### src/rtl/ras_replay.sv
// Return-address-stack replay engine.
// Holds the committed (architectural) return-address stack and, when the
// speculative RAS is discarded, clears it and re-pushes the architectural
// entries oldest-first so the speculative top again matches arch[0].
// Optional feature macro: RAS_REPLAY_PERF_EN adds ovf_cnt_o, a saturating
// count of committed calls that overflowed a full architectural stack.

package riscv;
    localparam int unsigned VLEN = 64;
endpackage

module ras_replay #(
    parameter int unsigned DEPTH = 2
) (
    input  logic                   clk_i,
    input  logic                   rst_i,
    input  logic                   clr_i,
    input  logic                   commit_call_i,
    input  logic                   commit_ret_i,
    input  logic [riscv::VLEN-1:0] commit_ra_i,
    input  logic                   flush_i,
    output logic                   ras_flush_o,
    output logic                   ras_push_o,
    output logic [riscv::VLEN-1:0] ras_data_o,
    output logic                   busy_o
`ifdef RAS_REPLAY_PERF_EN
    ,
    output logic [15:0]            ovf_cnt_o
`endif
);

    localparam int unsigned VLEN  = riscv::VLEN;
    localparam int unsigned CNT_W = $clog2(DEPTH + 1);
    localparam int unsigned PTR_W = $clog2(DEPTH);

    typedef enum logic [1:0] {
        IDLE   = 2'd0,
        CLEAR  = 2'd1,
        REPLAY = 2'd2
    } state_e;

    state_e           state;
    state_e           state_nxt;
    logic [VLEN-1:0]  arch [DEPTH];
    logic [CNT_W-1:0] count;
    logic [PTR_W-1:0] ptr;
    logic             restart;

    // A flush always restarts; commits restart only while a replay is in
    // flight, because they change what must end up in the speculative RAS.
    assign restart = flush_i | ((commit_call_i | commit_ret_i) && (state != IDLE));

    // State register
    always_ff @(posedge clk_i or posedge rst_i) begin
        if (rst_i) begin
            state <= IDLE;
        end else if (clr_i) begin
            state <= IDLE;
        end else begin
            state <= state_nxt;
        end
    end

    // Next-state: restart wins, otherwise walk CLEAR -> REPLAY -> IDLE
    always_comb begin
        state_nxt = state;
        if (restart) begin
            state_nxt = CLEAR;
        end else begin
            case (state)
                IDLE:    state_nxt = IDLE;
                CLEAR:   state_nxt = (count == '0) ? IDLE : REPLAY;
                REPLAY:  state_nxt = (ptr == '0) ? IDLE : REPLAY;
                default: state_nxt = IDLE;
            endcase
        end
    end

    // Outputs decoded from state; data is zero whenever not pushing
    always_comb begin
        ras_flush_o = (state == CLEAR);
        ras_push_o  = (state == REPLAY);
        busy_o      = (state != IDLE);
        ras_data_o  = '0;
        if (state == REPLAY) begin
            ras_data_o = arch[ptr];
        end
    end

    // Architectural stack and occupancy, updated by commit strobes
    always_ff @(posedge clk_i or posedge rst_i) begin
        if (rst_i) begin
            for (int i = 0; i < DEPTH; i++) arch[i] <= '0;
            count <= '0;
        end else if (clr_i) begin
            for (int i = 0; i < DEPTH; i++) arch[i] <= '0;
            count <= '0;
        end else if (commit_call_i && commit_ret_i) begin
            // Return then call: the top entry is simply replaced.
            arch[0] <= commit_ra_i;
            if (count == '0) count <= CNT_W'(1);
        end else if (commit_call_i) begin
            arch[0] <= commit_ra_i;
            for (int i = 1; i < DEPTH; i++) arch[i] <= arch[i-1];
            if (count != CNT_W'(DEPTH)) count <= count + CNT_W'(1);
        end else if (commit_ret_i) begin
            for (int i = 0; i < DEPTH - 1; i++) arch[i] <= arch[i+1];
            arch[DEPTH-1] <= '0;
            if (count != '0) count <= count - CNT_W'(1);
        end
    end

    // Replay pointer: starts at the oldest valid entry, walks toward the top
    always_ff @(posedge clk_i or posedge rst_i) begin
        if (rst_i) begin
            ptr <= '0;
        end else if (clr_i) begin
            ptr <= '0;
        end else if (!restart) begin
            if (state == CLEAR && count != '0) begin
                ptr <= PTR_W'(count - CNT_W'(1));
            end else if (state == REPLAY && ptr != '0) begin
                ptr <= ptr - PTR_W'(1);
            end
        end
    end

`ifdef RAS_REPLAY_PERF_EN
    // Count calls that pushed the oldest entry off a full stack
    always_ff @(posedge clk_i or posedge rst_i) begin
        if (rst_i) begin
            ovf_cnt_o <= '0;
        end else if (clr_i) begin
            ovf_cnt_o <= '0;
        end else if (commit_call_i && !commit_ret_i && count == CNT_W'(DEPTH)
                     && ovf_cnt_o != 16'hFFFF) begin
            ovf_cnt_o <= ovf_cnt_o + 16'd1;
        end
    end
`endif

endmodule

### config.mk
export PLATFORM = sky130hd
export DESIGN_NAME = ras_replay
export DESIGN_NICKNAME = d
export VERILOG_FILES = /design/src/rtl/ras_replay.sv
export SDC_FILE = /design/constraint.sdc
export NUM_CORES = 1
export LEC_CHECK = 0
export ABC_AREA = 1
export CORE_MARGIN = 5
export CORE_UTILIZATION = 52
export CTS_CLUSTER_DIAMETER = 120
export DETAILED_ROUTE_END_ITERATION = 16
export PLACE_DENSITY = 0.81
export SLEW_MARGIN = 20
export SYNTH_ARGS = -nofsm -noshare
export SYNTH_HDL_FRONTEND = slang
export SYNTH_SLANG_ARGS = --single-unit
### constraint.sdc
create_clock -name clk_i -period 5.1 [get_ports clk_i]
set_clock_uncertainty 0.05 [all_clocks]
set_input_delay 0.51 -clock clk_i [delete_from_list [all_inputs] [get_ports clk_i]]
set_output_delay 0.51 -clock clk_i [all_outputs]
set_load 0.005 [all_outputs]
==> results of run 1 <==
[logic make-up after synthesis]
family	after synthesis	share of synthesized area
AND/OR/NAND/NOR	475	0.2748
AO/OA/AOI/OAI	169	0.1426
flip-flops	133	0.5076
buffers and inverters	92	0.06546
adder cells (fa/ha/maj)	5	0.009542
[where the power goes]
part | leakage, nW | switching [mW] | internal, mW | total, mW
combinational | 1.95 | 0.207 | 0.115 | 0.321
sequential | 1.78 | 0.0452 | 1.11 | 1.16
clock | 0.299 | 0.439 | 0.802 | 1.24
total | 4.03 | 0.691 | 2.03 | 2.72
[metal layers]
layer  track usage  up-vias  wire (um)
met5             0        -          0
met4        0.1022        0        445
met3       0.05484       40       1193
met2        0.3961      264       8674
met1        0.3249     2940       7333
li1              -     3015          -
[layout make-up]
cell class	count	area, um^2
multi-input cells	649	2836
clock buffers	22	474.2
clock inverters	10	127.6
well taps	172	215.2
flip-flops and latches	133	3329
inverters	31	118.9
fillers	1021	3943
repair buffers	144	1421
[path summary, 6_finish.rpt]
kind	to	slack (ns)	startpoint
min in group asynchronous	arch[81]	0.52	rst_i
worst min register to register	count[0]	0.45	count[0]
worst min-delay path	count[0]	0.45	count[0]
worst max register to register	ptr	3.39	state[0]
max in group asynchronous	arch[124]	3.48	rst_i
worst max-delay path	ras_data_o[2]	2.10	state[0]
[synthesized netlist by cell type]
master / count / area, um^2
clkbuf_1: 18 / 67.56
nor2_4: 1 / 11.26
dfrtp_1: 133 / 3328
ha_1: 5 / 62.56
nand3_1: 3 / 15.01
inv_2: 3 / 11.26
a21oi_1: 17 / 85.08
a22oi_1: 1 / 7.510
nand4_1: 1 / 6.260
nor2_1: 162 / 608.1
a31oi_1: 64 / 400.4
o21ai_1: 10 / 50.05
buf_1: 1 / 3.750
o21ai_0: 75 / 375.4
nand2_2: 1 / 6.260
a211oi_1: 1 / 7.510
buf_4: 5 / 37.54
inv_1: 28 / 105.1
buf_6: 3 / 33.78
nand2_1: 306 / 1149
nor2_2: 1 / 6.260
buf_2: 34 / 170.2
o21ai_2: 1 / 8.760
[flip-flops by register name, summed over array words and instances (netlist names)]
register / count
arch: 128
ptr: 1
state: 2
count: 2
[stage by stage]
stage / hold WS, ns / setup WS (ns) / area, um^2 / instances
final: 0.4485 / 2.095 / 8523 / 1161
after detailed placement: 0.4343 / 2.150 / 7911 / 1129
after global placement: 0.4204 / 2.184 / 7911 / 1129
after global routing: 0.4543 / 1.919 / 8523 / 1161
after CTS: 0.4470 / 1.711 / 8513 / 1161
after floorplan: 0.4030 / 0.9856 / 6556 / 874
[worst min-delay path, stage by stage (launching register included)]
cell,delay (ns)
dfrtp_1,0.35
nand2_1,0.05
o21ai_0,0.06
[placed cells by master, fill, tap and decap left out, types with 6 or more instances in the layout]
master | netlist | routed
o21ai_0 | 75 | 75
a21oi_1 | 17 | 17
dfrtp_1 | 133 | 132
o21ai_1 | 10 | 10
buf_4 | 5 | 8
clkdlybuf4s50_1 | 0 | 136
inv_1 | 28 | 26
a31oi_1 | 64 | 64
clkinv_2 | 0 | 6
nand2_1 | 306 | 306
clkbuf_16 | 0 | 17
nor2_1 | 162 | 161
==> results_dict.tcl, run 1 <==
set metrics [dict create \
    grt_first_pass_wirelength_mm 29.46 \
    portBuffers 136 \
    die-height_um 122.3 \
    synth_cells 874 \
    crit_chain "inv_1 -> ha_4 -> o21ai_0 -> nor2_1 -> clkdlybuf4s50_1" \
    core_area_um2 12470 \
    clk_pin_slew_ns 0.05 \
    setup_viol 0 \
    grt-ovfl-total 0 \
    vias 6259 \
    avgSynthCellArea_um2 7.501 \
    row_count 41 \
    cts_tree "yes" \
    first_global_vias 6127 \
    antenna_left 0 \
    powerDensity_nw_per_um2 319.3 \
    holdPathStages 2 \
    cts-htree-levels 4 \
    hpwl_mm 10.61 \
    place_congestion 0.8075 \
    dieArea_um2 14950 \
    cp_max_fo 66 \
    drt_iter0_drc 790 \
    min_path_type "register to register" \
    cts_buffer_depth 2 \
    postCtsHoldBufs 0 \
    endpoint_kind "output pin" \
    worstSetupStartpointType "register" \
    fin_util 0.6837 \
    critPathBufInv 2 \
    grt_max_degree 91 \
    setup_tns_ns 0 \
    firstDrtPassIters 5 \
    io-pin-count 137 \
    yosysWarnings 0 \
    syn_to_final_growth_pct 30.00 \
    synth-seq-cells 133 \
    max_cap_violations 0 \
    cp_top_family "buffers and inverters" \
    rsz0062_at_grt "no" \
    reg2reg_depth 7 \
    period_share 0.5892 \
    status "finished, final reports clean" \
    ys_types 23 \
    root_buffer "clkbuf_16" \
    crit_required_ns 4.54 \
    vdd_ir_drop_max_mv 0.2073 \
    wl_per_cell_um 15.20 \
    cts_sinks 133 \
    slew_viol_final 0 \
    die_w_um 122.3 \
    tightest_slew_ns 0.9958 \
    drcViolationCount 0 \
    critPathSlowestCell "ha_4" \
    syn-num-nets 949 \
    n_antenna_cell 0 \
    num-nets-final 1051 \
    max_freq_mhz 332.8 \
    cts_setup_buffers 0 \
    max_slew_margin 0.3346 \
    antenna_found_initial 0 \
    hold_viol 0 \
    drt-total-wl_mm 17.65 \
    cts_buffers 17 \
    path_depth 5 \
    drive_gt1_frac 0.05056 \
    finalPower_mw 2.721 \
    start_util 0.5259 \
    post_cts_resized 0 \
    grt_use_total 0.2465 \
    p_leak_nw 4.034 \
    viasPerCell 5.391 \
    syn_area_um2 6556 \
    yosysSeqAreaShare 0.5076 \
    path_class "register to output pin" \
    period_needed_ns 3.005 \
    crit_arrival_ns 2.45 \
    clk_latency_ns 0.42 \
    slowest_delay_ns 0.59 \
]
No activity file was read; power rests on OpenSTA's default activity.
==> run 2, diff against run 1 <==
--- a/config.mk
+++ b/config.mk
@@ -7,10 +7,10 @@
 export LEC_CHECK = 0
 export ABC_AREA = 1
 export CORE_MARGIN = 5
-export CORE_UTILIZATION = 52
+export CORE_UTILIZATION = 47
 export CTS_CLUSTER_DIAMETER = 120
 export DETAILED_ROUTE_END_ITERATION = 16
-export PLACE_DENSITY = 0.81
+export PLACE_DENSITY = 0.77
 export SLEW_MARGIN = 20
 export SYNTH_ARGS = -nofsm -noshare
 export SYNTH_HDL_FRONTEND = slang
==> constraint.sdc (replaced) <==
create_clock -name clk_i -period 2.75 [get_ports clk_i]
set_clock_uncertainty 0.05 [all_clocks]
set_input_delay 0.275 -clock clk_i [delete_from_list [all_inputs] [get_ports clk_i]]
set_output_delay 0.275 -clock clk_i [all_outputs]
set_load 0.005 [all_outputs]
==> run 2 against run 1 <==
  * Power grew 78%
  * Die area up 9.8%
  * Combinational power increased by 95%
  * Critical path depth up 1
  * First-iteration DRC count fell by 20%
  * Final area increased by 1.2%
  * Non-clock buffer count increased by 11
  * Core utilization shrank 5.7 points
  * Register-to-register slack got worse by 2.1 ns
  * Via count fell by 1.8%
  * Critical endpoint is now ras_data_o[39]
==> results_dict.tcl, run 2 (synthesized netlist as in run 1, its figures left out) <==
set metrics [dict create \
    final_cell_mix "nand2_1 (306), nor2_1 (161), clkdlybuf4s50_1 (136)" \
    vias 6145 \
    cts-htree-levels 4 \
    rsz0062_at_grt "no" \
    critPathBufInv 3 \
    dr_wl_met3_mm 1.288 \
    cts_buffers 17 \
    p_sw_mw 1.257 \
    period_needed_ns 2.553 \
    io-pin-count 137 \
    drt-total-wl_mm 17.63 \
    dpl.cell_count 1148 \
    worstSetupStartpointType "register" \
    slowest_delay_ns 0.55 \
    endpoint_kind "output pin" \
    hpwl_mm 11.12 \
    max_freq_mhz 391.7 \
    setup_tns_ns 0 \
    clk_pin_slew_ns 0.05 \
    firstDrtPassIters 5 \
    p_comb_frac 0.129 \
    place_ws_ns 0.5657 \
    drcViolationCount 0 \
    status "finished, final reports clean" \
    fin_util 0.6263 \
    viasPerCell 5.208 \
    place_congestion 0.7623 \
    met2_length_mm 8.166 \
    cts_tree "yes" \
    syn_to_final_growth_pct 31.56 \
    top_layer "met4" \
    finalPower_mw 4.854 \
    cp_top_family "buffers and inverters" \
    core_area_um2 13770 \
    layout_commonest_cell "nand2_1" \
    slew_viol_final 0 \
    powerDensity_nw_per_um2 562.7 \
    num-nets-final 1062 \
    period_share 0.9284 \
    antenna_found_initial 0 \
    p_int_mw 3.596 \
    grt-ovfl-total 0 \
    setup_viol 0 \
    drive_gt1_frac 0.05600 \
    row_count 43 \
    min_path_type "input pin to asynchronous set/reset pin" \
    cp_max_fo 30 \
    first_global_vias 5750 \
    largest_reg_flops 128 \
    die-height_um 128.1 \
    path_class "register to output pin" \
    die_w_um 128.1 \
    portBuffers 136 \
    root_buffer "clkbuf_16" \
    grt_first_pass_wirelength_mm 28.88 \
    clk_latency_ns 0.42 \
    vdd_ir_drop_max_mv 0.4072 \
    clkPwrFrac 0.429 \
    hold_viol 0 \
    max_flop_register "arch" \
    crit_required_ns 2.42 \
    grt_use_total 0.2194 \
    drt_iter0_drc 635 \
    tightest_slew_ns 0.7970 \
    cts_buffer_depth 2 \
    cts_setup_buffers 0 \
    grt_max_degree 84 \
    pwr-share-seq 0.442 \
    switching_share 0.2591 \
    p_leak_nw 4.080 \
    reg_top3 "arch (128), count (2), state (2)" \
    n_antenna_cell 0 \
    drt-met1-wl_mm 7.872 \
    crit_arrival_ns 2.23 \
    max_slew_margin 0.4676 \
    postCtsHoldBufs 0 \
    antenna_left 0 \
    setup_ws_ns 0.1968 \
    post_cts_resized 0 \
    wl_per_cell_um 14.94 \
    dieArea_um2 16410 \
    max_cap_violations 0 \
    crit_chain "inv_1 -> ha_2 -> buf_4 -> o21ai_0 -> nor2_1 -> clkdlybuf4s50_1" \
    start_util 0.4760 \
    cts_sinks 133 \
    final_cells 1180 \
    critPathSlowestCell "clkdlybuf4s50_1" \
]
run 2: cell types whose count changed in the layout (fill, tap and decap cells not counted), sizes merged:
cell	before	now
bufinv	3	0
buf	8	19
clkbuf	22	29
clkinv	6	4
inv	31	29
run 2: stage by stage:
step	hold slack (ns)	area [um^2]
after floorplan	0.3705	6560
after global placement	0.4259	8080
after detailed placement	0.4322	8080
after CTS	0.3168	8626
after global routing	0.3544	8626
final	0.3086	8626
run 2: final timing paths:
| check | from | endpoint | slack [ns] | depth (start not counted) |
|---|---|---|---|---|
| setup / recovery | state[0] | ras_data_o[39] | 0.20 | 6 |
| hold reg to reg | count[0] | count[0] | 0.44 | 2 |
| hold / removal | rst_i | arch[71] | 0.31 | 2 |
| setup reg to reg | state[0] | ptr | 1.28 | 8 |
| max in group asynchronous | rst_i | arch[124] | 1.70 | 3 |
| min in group clk_i | commit_ra_i[50] | arch[114] | 0.36 | 3 |
run 2: worst reg2reg max path: stages (launching register included):
cell,delay [ns]
dfrtp_1,0.38
inv_1,0.08
ha_2,0.18
buf_4,0.30
nand2_1,0.11
nand3_1,0.12
nand2_1,0.06
nand2_1,0.05
nand2_1,0.04
run 2: routing by layer:
metal  global-route usage  up-vias
met4              0.07553        0
met3              0.04667       25
li1                     -     3036
met1               0.3090     2860
met5                    0        -
met2               0.3376      224
run 2: final cells by class:
| cell class | count | area, um^2 |
|---|---|---|
| Timing Repair Buffer | 155 | 1579 |
| Fill cell | 1194 | 5147 |
| Clock buffer | 29 | 530.5 |
| Multi-Input combinational cell | 649 | 2826 |
| Clock inverter | 3 | 15.01 |
| Inverter | 31 | 120.1 |
| Tap cell | 180 | 225.2 |
| Sequential cell | 133 | 3329 |
run 2: power groups by stage:
stage	combinational [mW]	sequential [mW]	clock, mW
3_5_place_dp	0.627	2.18	0
3_3_place_gp	0.615	2.17	0
6_report	0.626	2.14	2.08
5_1_grt	0.702	2.16	2.19
4_1_cts	0.630	2.14	2.11
2_1_floorplan	0.385	2.15	0
==> run 3, diff against run 2 <==
--- a/config.mk
+++ b/config.mk
@@ -6,6 +6,7 @@
 export NUM_CORES = 1
 export LEC_CHECK = 0
 export ABC_AREA = 1
+export CAP_MARGIN = 20
 export CORE_MARGIN = 5
 export CORE_UTILIZATION = 47
 export CTS_CLUSTER_DIAMETER = 120
==> results of run 3 <==
No change in the layout: final DEF, timing and power equal those of run 2.
